`src/rtl/gps_iq_ser_reader_pkg.sv`:
```
// Shared constants and types for the GPS serial IQ accumulator reader.
// The word-order constants name the accumulator positions in the serial chain.
package gps_iq_ser_reader_pkg;

    localparam int GPS_CHANS      = 12;
    localparam int GPS_INTEG_BITS = 20;
    localparam int NACC           = 6;
    localparam int CH_BITS        = 4;

    localparam int W_IP = 0;
    localparam int W_QP = 1;
    localparam int W_IE = 2;
    localparam int W_QE = 3;
    localparam int W_IL = 4;
    localparam int W_QL = 5;

    typedef enum logic [1:0] {
        IDLE  = 2'd0,
        SHIFT = 2'd1,
        WAIT  = 2'd2,
        DRAIN = 2'd3
    } state_t;

endpackage

```
`src/rtl/gps_iq_deser.sv`:
```
// MSB-first deserialiser for one accumulator word; flags the final bit and
// offers the word sign-extended to 32 bits, both as it completes and once held.
module gps_iq_deser #(
    parameter int INTEG_BITS = 20
) (
    input  logic        clk,
    input  logic        rst,
    input  logic        clr_i,
    input  logic        en_i,
    input  logic        sin_i,
    output logic        word_done_o,
    output logic [31:0] word_next_o,
    output logic [31:0] word_held_o
);

    localparam int CW = (INTEG_BITS > 1) ? $clog2(INTEG_BITS) : 1;

    logic [INTEG_BITS-1:0] sr_q, sr_d, sr_shifted;
    logic [CW-1:0]         cnt_q, cnt_d;

    function automatic logic [31:0] sext(input logic [INTEG_BITS-1:0] v);
        logic [31:0] r;
        r = 32'(v);
        for (int i = INTEG_BITS; i < 32; i++) begin
            r[i] = v[INTEG_BITS-1];
        end
        return r;
    endfunction

    assign sr_shifted  = {sr_q[INTEG_BITS-2:0], sin_i};
    assign word_done_o = en_i && (cnt_q == CW'(INTEG_BITS - 1));
    assign word_next_o = sext(sr_shifted);
    assign word_held_o = sext(sr_q);

    always_comb begin
        sr_d  = sr_q;
        cnt_d = cnt_q;
        if (clr_i) begin
            sr_d  = '0;
            cnt_d = '0;
        end else if (en_i) begin
            sr_d  = sr_shifted;
            cnt_d = word_done_o ? '0 : cnt_q + 1'b1;
        end
    end

    always_ff @(posedge clk) begin
        if (rst) begin
            sr_q  <= '0;
            cnt_q <= '0;
        end else begin
            sr_q  <= sr_d;
            cnt_q <= cnt_d;
        end
    end

endmodule

```
`src/rtl/gps_iq_ser_reader.sv`:
```
// Reads one channel's serial IQ accumulator chain and hands each accumulator
// out as a sign-extended 32-bit word on a one-deep valid/ready output register.
module gps_iq_ser_reader #(
    parameter int GPS_CHANS      = gps_iq_ser_reader_pkg::GPS_CHANS,
    parameter int GPS_INTEG_BITS = gps_iq_ser_reader_pkg::GPS_INTEG_BITS,
    parameter int NACC           = gps_iq_ser_reader_pkg::NACC,
    parameter int CH_BITS        = gps_iq_ser_reader_pkg::CH_BITS
) (
    input  logic                 clk,
    input  logic                 rst,
    input  logic                 go,
    input  logic [CH_BITS-1:0]   ch,
    input  logic [GPS_CHANS-1:0] sin,
    input  logic [GPS_CHANS-1:0] load,
    output logic [GPS_CHANS-1:0] shift,
    output logic [31:0]          out_data,
    output logic                 out_valid,
    input  logic                 out_ready,
    output logic                 out_last,
    output logic                 busy,
    output logic                 done,
    output logic                 err,
    output logic [1:0]           dbg_state_o
);

    import gps_iq_ser_reader_pkg::*;

    localparam int WW = (NACC > 1) ? $clog2(NACC) : 1;

    // Handshake: a word transfers on a cycle with out_valid & out_ready; while
    // out_valid=1 and out_ready=0, out_data/out_valid/out_last hold unchanged.

    state_t             state_q, state_d;
    logic [CH_BITS-1:0] ch_q, ch_d;
    logic [WW-1:0]      word_q, word_d;
    logic [31:0]        od_q, od_d;
    logic               ov_q, ov_d;
    logic               ol_q, ol_d;
    logic               done_q, done_d;
    logic               err_q, err_d;

    logic        word_done;
    logic [31:0] word_next, word_held;
    logic        accept, is_last, abort, load_en;
    logic [31:0] load_val;

    gps_iq_deser #(
        .INTEG_BITS (GPS_INTEG_BITS)
    ) u_deser (
        .clk         (clk),
        .rst         (rst),
        .clr_i       (state_q == IDLE),
        .en_i        (state_q == SHIFT),
        .sin_i       (sin[ch_q]),
        .word_done_o (word_done),
        .word_next_o (word_next),
        .word_held_o (word_held)
    );

    assign accept  = ov_q && out_ready;
    assign is_last = (int'(word_q) == NACC - 1);
    // The draining word is already captured, so a reload there cannot corrupt it.
    assign abort   = (state_q != IDLE) && (state_q != DRAIN) && load[ch_q];

    always_comb begin
        state_d  = state_q;
        ch_d     = ch_q;
        word_d   = word_q;
        od_d     = od_q;
        ov_d     = ov_q;
        ol_d     = ol_q;
        done_d   = 1'b0;
        err_d    = 1'b0;
        load_en  = 1'b0;
        load_val = word_next;

        if (accept) begin
            ov_d = 1'b0;
            ol_d = 1'b0;
        end

        case (state_q)
            IDLE: begin
                word_d = '0;
                if (go) begin
                    if (int'(ch) < GPS_CHANS) begin
                        ch_d    = ch;
                        state_d = SHIFT;
                    end else begin
                        err_d = 1'b1;
                    end
                end
            end
            SHIFT: begin
                if (word_done) begin
                    if (!ov_q || out_ready) load_en = 1'b1;
                    else                    state_d = WAIT;
                end
            end
            WAIT: begin
                if (accept) begin
                    load_en  = 1'b1;
                    load_val = word_held;
                end
            end
            DRAIN: begin
                if (accept && ol_q) begin
                    done_d  = 1'b1;
                    state_d = IDLE;
                end
            end
            default: state_d = IDLE;
        endcase

        if (load_en) begin
            od_d    = load_val;
            ov_d    = 1'b1;
            ol_d    = is_last;
            state_d = is_last ? DRAIN : SHIFT;
            if (!is_last) word_d = word_q + 1'b1;
        end

        if (abort) begin
            state_d = IDLE;
            ov_d    = 1'b0;
            ol_d    = 1'b0;
            err_d   = 1'b1;
        end
    end

    always_ff @(posedge clk) begin
        if (rst) begin
            state_q <= IDLE;
            ch_q    <= '0;
            word_q  <= '0;
            od_q    <= '0;
            ov_q    <= 1'b0;
            ol_q    <= 1'b0;
            done_q  <= 1'b0;
            err_q   <= 1'b0;
        end else begin
            state_q <= state_d;
            ch_q    <= ch_d;
            word_q  <= word_d;
            od_q    <= od_d;
            ov_q    <= ov_d;
            ol_q    <= ol_d;
            done_q  <= done_d;
            err_q   <= err_d;
        end
    end

    assign shift       = (state_q == SHIFT) ? ({{(GPS_CHANS-1){1'b0}}, 1'b1} << ch_q) : '0;
    assign out_data    = od_q;
    assign out_valid   = ov_q;
    assign out_last    = ol_q;
    assign busy        = (state_q != IDLE);
    assign done        = done_q;
    assign err         = err_q;
    assign dbg_state_o = state_q;

endmodule

```
`config.mk`:
```
export PLATFORM = sky130hd
export DESIGN_NAME = gps_iq_ser_reader
export DESIGN_NICKNAME = d
export VERILOG_FILES = /design/src/rtl/gps_iq_ser_reader_pkg.sv /design/src/rtl/gps_iq_deser.sv /design/src/rtl/gps_iq_ser_reader.sv
export SDC_FILE = /design/constraint.sdc
export NUM_CORES = 1
export LEC_CHECK = 0
export ABC_AREA = 0
export CAP_MARGIN = 20
export CORE_ASPECT_RATIO = 1.2
export CORE_MARGIN = 4
export CORE_UTILIZATION = 45
export CTS_CLUSTER_DIAMETER = 200
export DETAILED_ROUTE_END_ITERATION = 10
export PLACE_DENSITY = 0.82
export SYNTH_ARGS = -nofsm -noshare
export SYNTH_HDL_FRONTEND = slang
export SYNTH_SLANG_ARGS = --single-unit
```
`constraint.sdc`:
```
create_clock -name clk -period 3.1 [get_ports clk]
set_input_delay 0.31 -clock clk [delete_from_list [all_inputs] [get_ports clk]]
set_output_delay 0.31 -clock clk [all_outputs]
set_load 0.01 [all_outputs]
```
Word level (Yosys, flattened, before mapping)
Cells that the tools add are included.
W data, S select, Z words.
{ "totals": {"register_bits": 70, "latch_bits": 0, "mem_bits_rw": 0, "rom_bits": 0, "inputBits": 32, "word_cells": 74, "memories": 0} }
{ "op_classes": {"n_addsub": 2, "multipliers": 0, "div": 0, "magnitude_cmp": 2, "n_eq_ne": 11, "n_shift": 1, "mux": 31, "bitwise_logic": 1, "reduce_logical": 16} }
{ "ops": {"columns": ["op", "n"], "rows": [
  ["$mux W32", 2],
  ["$ne A3 B3 Y1 const B", 5],
  ["$mux W2", 7],
  ["$mux W1", 13],
  ["$mux W12", 1],
  ["$shl A1 B4 Y12 const A", 1],
  ["$mux W3", 3],
  ["$bmux W1 S4", 2],
  ["$pmux W2 S3", 1],
  ["$reduce_and A6 Y1", 1],
  ["$reduce_or A2 Y1", 3],
  ["$add A5 B1 Y5 const B", 1],
  ["$eq A5 B5 Y1 const B", 1],
  ["$logic_and A1 B1 Y1", 5],
  ["$lt A4 B5 Y1 const B", 1],
  ["$mux W5", 1],
  ["$eq A2 B2 Y1 const B", 2],
  ["$lt A4 B4 Y1 const B", 1],
  ["$reduce_bool A2 Y1", 2],
  ["$reduce_bool A4 Y1", 1],
  ["$add A3 B1 Y3 const B", 1],
  ["$eq A3 B3 Y1 const B", 1],
  ["$reduce_and A3 Y1", 1],
  ["$eq A2 B1 Y1 const B", 1],
  ["other kinds (6)", 6]
]} }

Longest topological paths before layout
{ "depth": {"ltp_word": 7, "ltp_mapped": 9, "ltp_nobuf": 6} }

By module
Synthesis repeated with hierarchy kept, for this count alone.
{ "hier_totals": {"hier_cells": 395, "hier_area_um2": 3678.5} }
{ "by_module_without_submodules": {"columns": ["mod", "instances", "cells_per_inst", "area_each_um2"], "rows": [
  ["gps_iq_ser_reader", 1, 260, 2397.3],
  ["gps_iq_deser", 1, 135, 1281.2]
]} }

Worst setup path before layout
No wires, ideal clock.
{ "synth_timing": {"kind": "register to output", "start": "reg state_q[0] (netlist: dbg_state_o[0])", "end": "out shift[4]", "arrival_time_ns": 1.799, "required_time_ns": 2.790, "slack_ns": 0.991, "stages_incl_launch_ff": 7, "n_path_buf": 3, "path_cell_list": "dfxtp_1 -> ha_1 -> clkbuf_2 -> buf_2 -> buf_1 -> nand2_1 -> nor3_1"} }
{ "synth_between": {"elab_chain_cells": 2} }
{ "synth_rtl": {"columns": ["element", "line_no", "rtl"], "rows": [
  ["from (decl)", "gps_iq_ser_reader.sv:33", "state_t state_q, state_d;"],
  ["from (signal assigned)", "gps_iq_ser_reader.sv:142", "state_q <= state_d;"],
  ["$eq A2 B1 Y1", "gps_iq_ser_reader.sv:153", "assign shift = (state_q == SHIFT) ? ({{(GPS_CHANS-1){1'b0}}, 1'b1} << ch_q) : '0;"],
  ["$mux W12", "gps_iq_ser_reader.sv:153", null],
  ["to (decl)", "gps_iq_ser_reader.sv:15", "output logic [GPS_CHANS-1:0] shift,"]
]} }
No other way between the ends.

Worst setup path in the final report
{ "layout_timing": {"start": "reg state_q[0] (netlist: dbg_state_o[0])", "end": "out shift[8]"} }
Same word-level chain as after synthesis.

==> flow_metrics.env <==
export IMPL_cts_tree="built"
export IMPL_avgSynthCellArea_um2=9.23
export IMPL_powerDensity_nw_per_um2=469
export IMPL_synth_edf_count=0
export IMPL_min_period_over_period=0.817
export IMPL_avgRoutedWirePerCell_um=14.9
export IMPL_path_class="reg -> out"
export IMPL_ioPinCount=83
export IMPL_grt_antenna_before_repair=0
export IMPL_h_tree_depth=3
export IMPL_ant_nets=0
export IMPL_clock_sinks=58
export IMPL_syn2layout_area_growth_pct=34.1
export IMPL_root_buffer="clkbuf_8"
export IMPL_die_h_um=95.8
export IMPL_hold_violations=0
export IMPL_fin_ws_ns=0.569
export IMPL_grt_pass1_wl_mm=11.4
export IMPL_max_freq_mhz=395
export IMPL_clock_skew_ns=0.00603
export IMPL_hpwl_mm=5.02
export IMPL_nets=419
export IMPL_numCtsBuffers=9
export IMPL_period_needed_ns=2.53
export IMPL_die_x_um=81.2
export IMPL_synth_area_leaders="dfxtp_1, mux2i_1, nor2_1"
export IMPL_rows=31
export IMPL_cts_resized=0
export IMPL_rsz0062_at_grt="false"
export IMPL_status="completed"
export IMPL_yosysWarnings=0
export IMPL_io_buffers=82
export IMPL_synth_cell_type_count=46
export IMPL_dr_pass1_iters=4
export IMPL_fin_tns_setup_ns=0
export IMPL_worst_pin_slew_ns=0.917
export IMPL_grt_pass1_vias=2426
export IMPL_ys_seq_area_frac=0.402
export IMPL_final_setup_viol_count=0
export IMPL_clk_latency_ns=0.33
export IMPL_dr_total_vias=2487
export IMPL_drive_gt1_frac=0.0888
export IMPL_grt_usage=0.189
export IMPL_routed_wl_mm=6.94
export IMPL_min_path_type="reg -> reg"
export IMPL_cellLeakagePower_nw=1.26
export IMPL_syn_area_um2=2890
export IMPL_drv_cap=0
export IMPL_syn_inst=313
export IMPL_cts_setup_buffers=0
export IMPL_synth_largest_area_cell="dfxtp_1"
export IMPL_n_fill_cell=547
export IMPL_overflow=0
export IMPL_initial_core_util=0.472
export IMPL_async_reset_ff_frac=0
export IMPL_drc=0
export IMPL_synth_top_area_share=0.402
export IMPL_grt_max_degree=42
export IMPL_arrival_ns=2.22
export IMPL_clock_path_buffers=2
export IMPL_final_cell_mix="clkdlybuf4s50_1, nor2_1, dfxtp_1"
export IMPL_gp_congestion=0.784
export IMPL_drt_vias_per_instance=5.35
export IMPL_clk_pin_slew_ns=0.06
export IMPL_coreArea_um2=6130
export IMPL_die_area_um2=7770
export IMPL_antennaDiodeCount=0
export IMPL_preCtsSetupSlack_ns=0.831
export IMPL_final_common_cell="clkdlybuf4s50_1"
export IMPL_first_iter_violations=118
export IMPL_postCtsHoldBufs=0
export IMPL_critPathRequiredTime_ns=2.79
export IMPL_drv_slew=0
export IMPL_end_kind="output port"
export IMPL_ys_flop_type="dfxtp_1"
export IMPL_ys_ff_latch=58
export IMPL_relSlewSlack=0.381
export IMPL_synth_nets=352
export IMPL_peakVddDrop_v=0.000290
export IMPL_worst_path_max_fanout=20
export IMPL_crit_path_start_kind="flop"
==> logic make-up (layout without fill, tap and decap cells) <==
family,count (synthesis),count (layout),share of synthesized area
AND/OR/NAND/NOR,109,109,0.178
AO/OA/AOI/OAI,49,49,0.121
flip-flops,58,58,0.402
XOR/XNOR,1,1,0.00303
buffers and inverters,38,108,0.0697
adder cells (fa/ha/maj),7,7,0.0303
multiplexers,51,51,0.196
==> state kept, by name (all words and copies together), names as in the netlist <==
| signal | flops |
|---|---|
| u_deser.sr_q | 20 |
| done | 1 |
| out_valid | 1 |
| word_q | 3 |
| err | 1 |
| out_data | 20 |
| dbg_state_o | 2 |
| u_deser.cnt_q | 5 |
| out_last | 1 |
| ch_q | 4 |
==> layout make-up <==
type / count / area, um2 / share of cell area
Clock buffer: 11 / 151 / 0.0391
Clock inverter: 3 / 40.0 / 0.0103
Inverter: 5 / 18.8 / 0.00484
Multi-Input combinational cell: 217 / 1530 / 0.394
Sequential cell: 58 / 1160 / 0.300
Tap cell: 82 / 103 / 0.0265
Timing Repair Buffer: 89 / 873 / 0.225
==> Yosys cell counts (5+ instances only) <==
master    instances
nor3_1            7
nand2_1          11
mux2_2            5
buf_2            10
nand2b_1          6
mux2i_1          42
clkbuf_1          9
a211oi_1         20
inv_1             5
nor2_1           61
a21oi_1           7
dfxtp_1          58
buf_4            12
ha_1              7
==> final timing paths <==
check | start | end | slack (ns) | depth (start not counted)
worst max-delay path | dbg_state_o[0] | shift[8] | 0.57 | 5
worst min-delay path | out_last | out_last | 0.49 | 2
worst max register to register | dbg_state_o[1] | dbg_state_o[1] | 0.81 | 8
worst min register to register | out_last | out_last | 0.49 | 2
==> per-stage QoR <==
step                hold slack, ns  std cells  utilization  instance area (um2)  total power, mW
finish                       0.491        465        0.632                 3870             1.82
global route                 0.498        465        0.632                 3870             1.89
CTS                          0.492        465        0.632                 3870             1.83
detailed placement           0.465        451        0.601                 3680             1.15
global placement             0.458        451        0.601                 3680             1.14
floorplan                    0.441        313            -                 2890             1.02
==> routing by layer <==
metal  GRT usage  up-vias  share of wire
li1            -     1237              -
met1       0.224     1188           0.42
met2       0.321       50           0.52
met3      0.0431       12          0.041
met4      0.0915        0          0.018
met5           0        -              0
==> power breakdown <==
part,internal (mW),switching [mW]
Clock,0.403,0.282
Combinational,0.174,0.176
Sequential,0.758,0.0248
==> critical path: stages (launching register included) <==
cell and delay, ns:
dfxtp_1 0.42, ha_1 0.21, buf_4 0.29, nand3b_1 0.22, nor3_1 0.17, clkdlybuf4s50_1 0.57
(Power assumes the default switching activity.)
